[config.mk]
export PLATFORM = sky130hd
export DESIGN_NAME = pipelined_shifter
export DESIGN_NICKNAME = d
export VERILOG_FILES = /design/src/rtl/pipelined_shifter.sv
export SDC_FILE = /design/constraint.sdc
export NUM_CORES = 1
export LEC_CHECK = 0
export ABC_AREA = 1
export CELL_PAD_IN_SITES_DETAIL_PLACEMENT = 0
export CELL_PAD_IN_SITES_GLOBAL_PLACEMENT = 2
export CORE_ASPECT_RATIO = 1.4
export CORE_MARGIN = 1.5
export CORE_UTILIZATION = 36
export DETAILED_ROUTE_END_ITERATION = 8
export GPL_TIMING_DRIVEN = 0
export MAX_ROUTING_LAYER = met4
export PLACE_DENSITY = 0.78
export SKIP_LAST_GASP = 1
export SLEW_MARGIN = 20
export SYNTH_ARGS = -nofsm -noshare
export SYNTH_HDL_FRONTEND = slang
export SYNTH_SLANG_ARGS = --single-unit
export TNS_END_PERCENT = 50
[constraint.sdc]
create_clock -name clk -period 10.9 [get_ports clk]
set_input_delay 2.18 -clock clk [delete_from_list [all_inputs] [get_ports clk]]
set_output_delay 2.18 -clock clk [all_outputs]
set_load 0.01 [all_outputs]
[src/rtl/pipelined_shifter.sv]
// pipelined_shifter: N-bit log shifter split into LOG2N pipeline stages, one
// barrel level (shift by 2^s) per stage register. Supports SLL, SRL and SRA.
// The handshake is valid/ready on both sides. The whole pipe advances as one
// unit, so bubbles are not compressed.
//
// Optional feature macro: ROTATE_EN
//   defined   -> op 2'b11 rotates right by B mod N (no saturation)
//   undefined -> op 2'b11 behaves exactly like SRL; no rotate logic exists
module pipelined_shifter #(
    parameter int N  = 32,
    parameter int TW = 4
) (
    input  logic          clk,
    input  logic          rst,
    input  logic          in_valid,
    output logic          in_ready,
    input  logic [N-1:0]  A,
    input  logic [N-1:0]  B,
    input  logic [1:0]    op,
    input  logic [TW-1:0] in_tag,
    output logic          out_valid,
    input  logic          out_ready,
    output logic [N-1:0]  Z,
    output logic [TW-1:0] out_tag
);

    localparam int LOG2N = $clog2(N);

    localparam logic [1:0] OP_SLL = 2'b00;
    localparam logic [1:0] OP_SRL = 2'b01;
    localparam logic [1:0] OP_SRA = 2'b10;
    localparam logic [1:0] OP_ROR = 2'b11;

    // One barrel level: shift d by k in the direction given by o.
    // SRL and SRA share a path because fill is already 0 for SRL.
    function automatic logic [N-1:0] stage_shift(input logic [N-1:0] d,
                                                 input int          k,
                                                 input logic [1:0]  o,
                                                 input logic        f);
        logic [N-1:0] r;
        logic [N-1:0] fill_mask;
        fill_mask = ~({N{1'b1}} >> k);
        case (o)
            OP_SLL:  r = d << k;
`ifdef ROTATE_EN
            OP_ROR:  r = (d >> k) | (d << (N - k));
`endif
            default: r = (d >> k) | (f ? fill_mask : {N{1'b0}});
        endcase
        return r;
    endfunction

    // Entry-side signals feeding stage 0
    logic             sat_s;
    logic [1:0]       op_e_s;
    logic             fill_e_s;
    logic [N-1:0]     data_e_s;
    logic [LOG2N-1:0] shamt_e_s;
    logic             adv_s;

    // Stage inputs (entry for stage 0, previous register otherwise)
    logic [N-1:0]     sin_data_s  [LOG2N];
    logic [LOG2N-1:0] sin_shamt_s [LOG2N];
    logic [1:0]       sin_op_s    [LOG2N];
    logic             sin_fill_s  [LOG2N];
    logic [TW-1:0]    sin_tag_s   [LOG2N];
    logic             sin_valid_s [LOG2N];

    // Stage registers and their next-state values
    logic [N-1:0]     data_q  [LOG2N];
    logic [N-1:0]     data_d  [LOG2N];
    logic [LOG2N-1:0] shamt_q [LOG2N];
    logic [LOG2N-1:0] shamt_d [LOG2N];
    logic [1:0]       op_q    [LOG2N];
    logic [1:0]       op_d    [LOG2N];
    logic             fill_q  [LOG2N];
    logic             fill_d  [LOG2N];
    logic [TW-1:0]    tag_q   [LOG2N];
    logic [TW-1:0]    tag_d   [LOG2N];
    logic             valid_q [LOG2N];
    logic             valid_d [LOG2N];

    // The whole pipe moves unless the final result is waiting on the consumer
    assign adv_s     = !valid_q[LOG2N-1] || out_ready;
    assign in_ready  = adv_s;
    assign out_valid = valid_q[LOG2N-1];
    assign Z         = data_q[LOG2N-1];
    assign out_tag   = tag_q[LOG2N-1];

    // Entry decode: resolve the effective op, saturation, fill bit and shift amount
    always_comb begin
        op_e_s    = op;
        sat_s     = |B[N-1:LOG2N];
        data_e_s  = A;
        shamt_e_s = B[LOG2N-1:0];
`ifndef ROTATE_EN
        if (op == OP_ROR) begin
            op_e_s = OP_SRL;
        end else begin
            op_e_s = op;
        end
`endif
        fill_e_s = (op_e_s == OP_SRA) ? A[N-1] : 1'b0;
        case (op_e_s)
            OP_SLL, OP_SRL: begin
                if (sat_s) begin
                    data_e_s  = {N{1'b0}};
                    shamt_e_s = {LOG2N{1'b0}};
                end else begin
                    data_e_s  = A;
                    shamt_e_s = B[LOG2N-1:0];
                end
            end
            OP_SRA: begin
                if (sat_s) begin
                    data_e_s  = {N{A[N-1]}};
                    shamt_e_s = {LOG2N{1'b0}};
                end else begin
                    data_e_s  = A;
                    shamt_e_s = B[LOG2N-1:0];
                end
            end
            default: begin
                // rotate: amount is B mod N, upper bits of B do not saturate
                data_e_s  = A;
                shamt_e_s = B[LOG2N-1:0];
            end
        endcase
    end

    // Route each stage's input: entry values for stage 0, prior register after
    always_comb begin
        sin_data_s[0]  = data_e_s;
        sin_shamt_s[0] = shamt_e_s;
        sin_op_s[0]    = op_e_s;
        sin_fill_s[0]  = fill_e_s;
        sin_tag_s[0]   = in_tag;
        sin_valid_s[0] = in_valid;
        for (int s = 1; s < LOG2N; s++) begin
            sin_data_s[s]  = data_q[s-1];
            sin_shamt_s[s] = shamt_q[s-1];
            sin_op_s[s]    = op_q[s-1];
            sin_fill_s[s]  = fill_q[s-1];
            sin_tag_s[s]   = tag_q[s-1];
            sin_valid_s[s] = valid_q[s-1];
        end
    end

    // Per-stage barrel level; bubbles load zeros so Z and out_tag read 0 when idle
    always_comb begin
        for (int s = 0; s < LOG2N; s++) begin
            valid_d[s] = sin_valid_s[s];
            if (sin_valid_s[s]) begin
                if (sin_shamt_s[s][s]) begin
                    data_d[s] = stage_shift(sin_data_s[s], int'(32'd1 << s),
                                            sin_op_s[s], sin_fill_s[s]);
                end else begin
                    data_d[s] = sin_data_s[s];
                end
                shamt_d[s] = sin_shamt_s[s];
                op_d[s]    = sin_op_s[s];
                fill_d[s]  = sin_fill_s[s];
                tag_d[s]   = sin_tag_s[s];
            end else begin
                data_d[s]  = {N{1'b0}};
                shamt_d[s] = {LOG2N{1'b0}};
                op_d[s]    = 2'b00;
                fill_d[s]  = 1'b0;
                tag_d[s]   = {TW{1'b0}};
            end
        end
    end

    // Stage registers: cleared on reset, advance together, hold during a stall
    always_ff @(posedge clk) begin
        if (rst) begin
            for (int s = 0; s < LOG2N; s++) begin
                valid_q[s] <= 1'b0;
                data_q[s]  <= {N{1'b0}};
                shamt_q[s] <= {LOG2N{1'b0}};
                op_q[s]    <= 2'b00;
                fill_q[s]  <= 1'b0;
                tag_q[s]   <= {TW{1'b0}};
            end
        end else if (adv_s) begin
            for (int s = 0; s < LOG2N; s++) begin
                valid_q[s] <= valid_d[s];
                data_q[s]  <= data_d[s];
                shamt_q[s] <= shamt_d[s];
                op_q[s]    <= op_d[s];
                fill_q[s]  <= fill_d[s];
                tag_q[s]   <= tag_d[s];
            end
        end
    end

endmodule
; ---- Word level (Yosys, flattened, before mapping)
; Memories as Yosys holds them, arrays and structs flattened.
; Cells that the tools add are included.
[totals]
register_bits = 0
ram_bits = 225
inputBits = 74
output_inout_bits = 38
elab_cells = 136
mem_count = 6
[memory_table]
columns = name, depth, width, read_ports, rd_clocked_by_memory_dff, write_ports, line_no
row1 = data_q, 5, 32, 5, 0, 5, 70  ; logic [N-1:0] data_q [LOG2N];
row2 = shamt_q, 5, 5, 4, 0, 5, 72  ; logic [LOG2N-1:0] shamt_q [LOG2N];
row3 = tag_q, 5, 4, 5, 0, 5, 78  ; logic [TW-1:0] tag_q [LOG2N];
row4 = op_q, 5, 2, 4, 0, 5, 74  ; logic [1:0] op_q [LOG2N];
row5 = fill_q, 5, 1, 4, 0, 5, 76  ; logic fill_q [LOG2N];
row6 = valid_q, 5, 1, 5, 0, 5, 80  ; logic valid_q [LOG2N];
[classes]
eq_ne = 3
n_mux = 82
bitwise = 35
n_reduce_logical = 10
[op_table]
columns = op, count
row1 = 32-bit two-way mux, 26
row2 = 32-bit one-hot mux with 2 select lines, 1
row3 = 5-bit two-way mux, 12
row4 = 4-bit two-way mux, 10
row5 = 16-bit by 32-bit bitwise OR with 32-bit output, 1
row6 = 24-bit by 32-bit bitwise OR with 32-bit output, 1
row7 = 28-bit by 32-bit bitwise OR with 32-bit output, 1
row8 = 30-bit by 32-bit bitwise OR with 32-bit output, 1
row9 = 31-bit by 32-bit bitwise OR with 32-bit output, 1
row10 = 31-bit two-way mux, 1
row11 = 1-bit bitwise OR, 30
row12 = 27-bit OR reduction, 1
row13 = 2-bit two-way mux, 11
row14 = 1-bit two-way mux, 21
row15 = 2-bit logical NOT, 5
row16 = "2-bit equality test, second input constant", 2
row17 = 3-bit OR reduction, 1
row18 = "2-bit by 1-bit equality test with 1-bit output, second input constant", 1
row19 = 2-bit OR reduction, 1
row20 = 1-bit logical NOT, 1
row21 = 1-bit logical OR, 1

; ---- Depth between registers and ports, before layout
[logic_depth]
depth_word = 10
ltp_mapped = 13
ltp_nobuf = 13

; ---- Worst setup path before layout
; No wires, ideal clock.
[synth_timing]
path_kind = in2reg
startpoint = input port rst
endpoint = memory data_q[0][0] (enable)
setup_time_ps = 2153
arrival_ps = 6834
required_time_ps = 8747
slack_ps = 1913
path_stages = 2
path_buffers = 0
cell_sequence = inv_1 -> nand3_1
[synth_rtl]
columns = item, line_no
row1 = from (decl), 14  ; input logic rst,
row2 = to (decl), 70

; ---- Worst setup path after layout
[layout_timing]
startpoint = input port out_ready
endpoint = output port in_ready
[layout_between]
elab_chain_cells = 1
[layout_lines]
columns = item, line_no
row1 = from (decl), 22  ; input logic out_ready,
row2 = 1-bit logical OR, 84  ; assign adv_s = !valid_q[LOG2N-1] || out_ready;
row3 = to (decl), 16  ; output logic in_ready,
; Every way passes these cells.

==> out/qor.yml <==
floorplan:
  coreArea_um2: 30800
  start_util: 0.367
  die_h_um: 213
  ios: 112
  dieArea_um2: 32500
  fp-row-count: 76
  die_w_um: 153
place:
  post-dp-hpwl_um: 26100
  gp_congestion: 0.888
  io_buffers: 111
  preCtsSetupSlack_ns: 5.39
cells_and_area:
  final_core_util: 0.446
  antennaDiodeCount: 0
  nets: 1500
  multiInputGateArea_um2: 3610
  drive_above_1_share: 0.0812
  syn2layout_area_growth_pct: 21.7
  final-seq-area_um2: 6220
  fillers: 3176
timing:
  final_max_slew_viol_count: 0
  hold_viol: 0
  worst_slack_ns: 5.40
  skew_ns: 0.00790
  slew_headroom: 0.200
  fin_crit_sh: 0.504
  tightest_slew_ns: 1.19
  period_needed_ns: 5.50
  hold_ws_ns: 0.540
  finalSetupViolCount: 0
  fmax_mhz: 182
  rsz0062_at_grt: "false"
pwr:
  p_per_area_nw_per_um2: 128
  vdd_ir_drop_max_uv: 79.4
  p_int_mw: 1.40
  pwr-share-seq: 0.502
  switching_share: 0.205
  power_switching_uw: 359
  clock_power_share: 0.444
  leakage_nw: 5.79
  combPwrFrac: 0.054
grt:
  grt_max_degree: 47
  grt-ovfl-total: 0
  grt_pass1_wl_um: 49500
  grt_pass1_vias: 9172
  antenna_found_initial: 0
  grt_util_all_layers: 0.203
yosys:
  synth_common_cells: "234 x nand2_1, 228 x inv_1, 207 x edfxtp_1, 180 x nor2_1, 119 x nand3_1"
  ys.flop_type: "edfxtp_1"
  yosys_warnings: 0
  synth_edf_count: 207
  syn_inst: 1287
  synth_seq_area_share: 0.550
  syn-num-nets: 1361
  synthArstFlopShare: 0
  yosys.area.top_type: "edfxtp_1"
  yosysMostFrequentCell: "nand2_1"
  synth_area_leaders: "edfxtp_1 55%, nand2_1 7.8%, inv_1 7.6%, nor2_1 6.0%, o211ai_1 5.7%"
  synth_cell_types: 32
  synth_area_um2: 11300
  yosys.area.top_type_share: 0.550
  ys_ff_latch: 207
  syn_area_per_cell_um2: 8.77
clock_tree:
  numCtsBuffers: 22
  ctsHoldBuffers: 0
  clk_latency_ns: 0.51
  post_cts_resized: 0
  cts_tree: "built"
  clockBufferDepth: 3
  htree_levels: 1
  postCtsSetupRepairBufs: 0
  cts.sinks: 207
  cts.clk_slew.worst_paths_ns: 0.06
  root_buffer: "clkbuf_16"
drt:
  first_iter_violations: 380
  wire_per_inst_um: 17.3
  drtPass1Iterations: 5
  vias: 8817
  post_drt_via_cell_ratio: 4.82
  wirelength_um: 31600
  antenna_left: 0
  drc: 0
worst_setup_path:
  worstPathRequired_ns: 8.72
  worstRegToRegCells: 5
  criticalPathCategory: "primary input to output port"
  reg2reg_from: "op_q[0][3]"
  cp_data_arrival_time_ns: 3.32
  reg2reg_slack_ns: 8.27
  start_kind: "primary input"
  path_max_fanout: 2
  critPathCaptureType: "output port"
  r2r-end: "data_q[0][93]"
worst_hold_path:
  min_path_type: "flop to flop"
  holdPathEnd: "tag_q[0][12]"
  hold_path_startpoint: "tag_q[0][8]"
  hold_depth: 2
outcome:
  status: "complete, no violations"
job:
  drv_cap: 0
-- layout by cell type (no fill, tap or decap), drive strengths merged, types with 28 or more instances in the layout --
cell / instances
nand2: 242
inv: 237
clkdlybuf4s50: 111
clkbuf: 72
buf: 62
edfxtp: 207
o211ai: 85
nor2: 186
o21ai: 30
nand3: 121
o221ai: 28
-- cell families (layout without fill, tap and decap cells) --
| group | Yosys count | in the layout | synth area share |
|---|---|---|---|
| AOI/OAI and AO/OA | 184 | 184 | 0.114 |
| and+or+nand+nor | 552 | 552 | 0.205 |
| DFF | 207 | 207 | 0.550 |
| buffers and inverters | 344 | 498 | 0.131 |
-- power groups by stage --
| stage | registers [mW] | logic, mW | clock network [mW] |
|---|---|---|---|
| finish | 0.882 | 0.0946 | 0.779 |
| floorplan | 0.897 | 0.0468 | 0 |
| global placement | 0.900 | 0.0953 | 0 |
| global route | 0.882 | 0.105 | 0.825 |
| detailed placement | 0.899 | 0.0959 | 0 |
| CTS | 0.882 | 0.0960 | 0.796 |
-- how the worst max path moves through the flow --
stage,to,slack (ns),startpoint,depth (start not counted)
3_5_place_dp,in_ready,5.39,out_ready,4
4_1_cts,in_ready,5.39,out_ready,4
5_1_grt,in_ready,5.36,out_ready,4
3_3_place_gp,data_q[0][20],-0.82,rst,3
6_report,in_ready,5.40,out_ready,4
2_1_floorplan,data_q[0][0],1.91,rst,2
-- flip-flops by register name, indices dropped and copies added, names as in the netlist --
name	cells
valid_q	5
tag_q	20
data_q	160
op_q	8
shamt_q	10
fill_q	4
-- critical path: stages --
cell and delay, ns:
clkdlybuf4s50_1 0.45, inv_1 0.07, nand2_1 0.08, clkdlybuf4s50_1 0.54
-- layout make-up --
type / instances / area share
Timing Repair Buffer: 115 / 0.0867
Tap cell: 390 / 0.0355
Sequential cell: 207 / 0.452
Clock buffer: 25 / 0.0424
Multi-Input combinational cell: 736 / 0.263
Clock inverter: 14 / 0.0125
Inverter: 239 / 0.0653
Buffer: 105 / 0.0422
-- metal layers --
| layer | share of wire | track usage | up-vias |
|---|---|---|---|
| met3 | 0.028 | 0.0204 | 75 |
| met4 | 0.051 | 0.109 | 0 |
| met5 | 0 | - | - |
| met1 | 0.30 | 0.155 | 4021 |
| met2 | 0.62 | 0.444 | 211 |
| li1 | - | - | 4510 |
-- per-stage QoR --
step / total power [mW] / instance area (um^2) / instances / setup TNS, ns
global route: 1.81 / 13700 / 1831 / 0
finish: 1.75 / 13700 / 1831 / 0
global placement: 0.996 / 12900 / 1788 / -167.48
CTS: 1.77 / 13700 / 1831 / 0
floorplan: 0.944 / 11300 / 1287 / 0
detailed placement: 0.994 / 13000 / 1792 / 0
(Power assumes the default switching activity.)
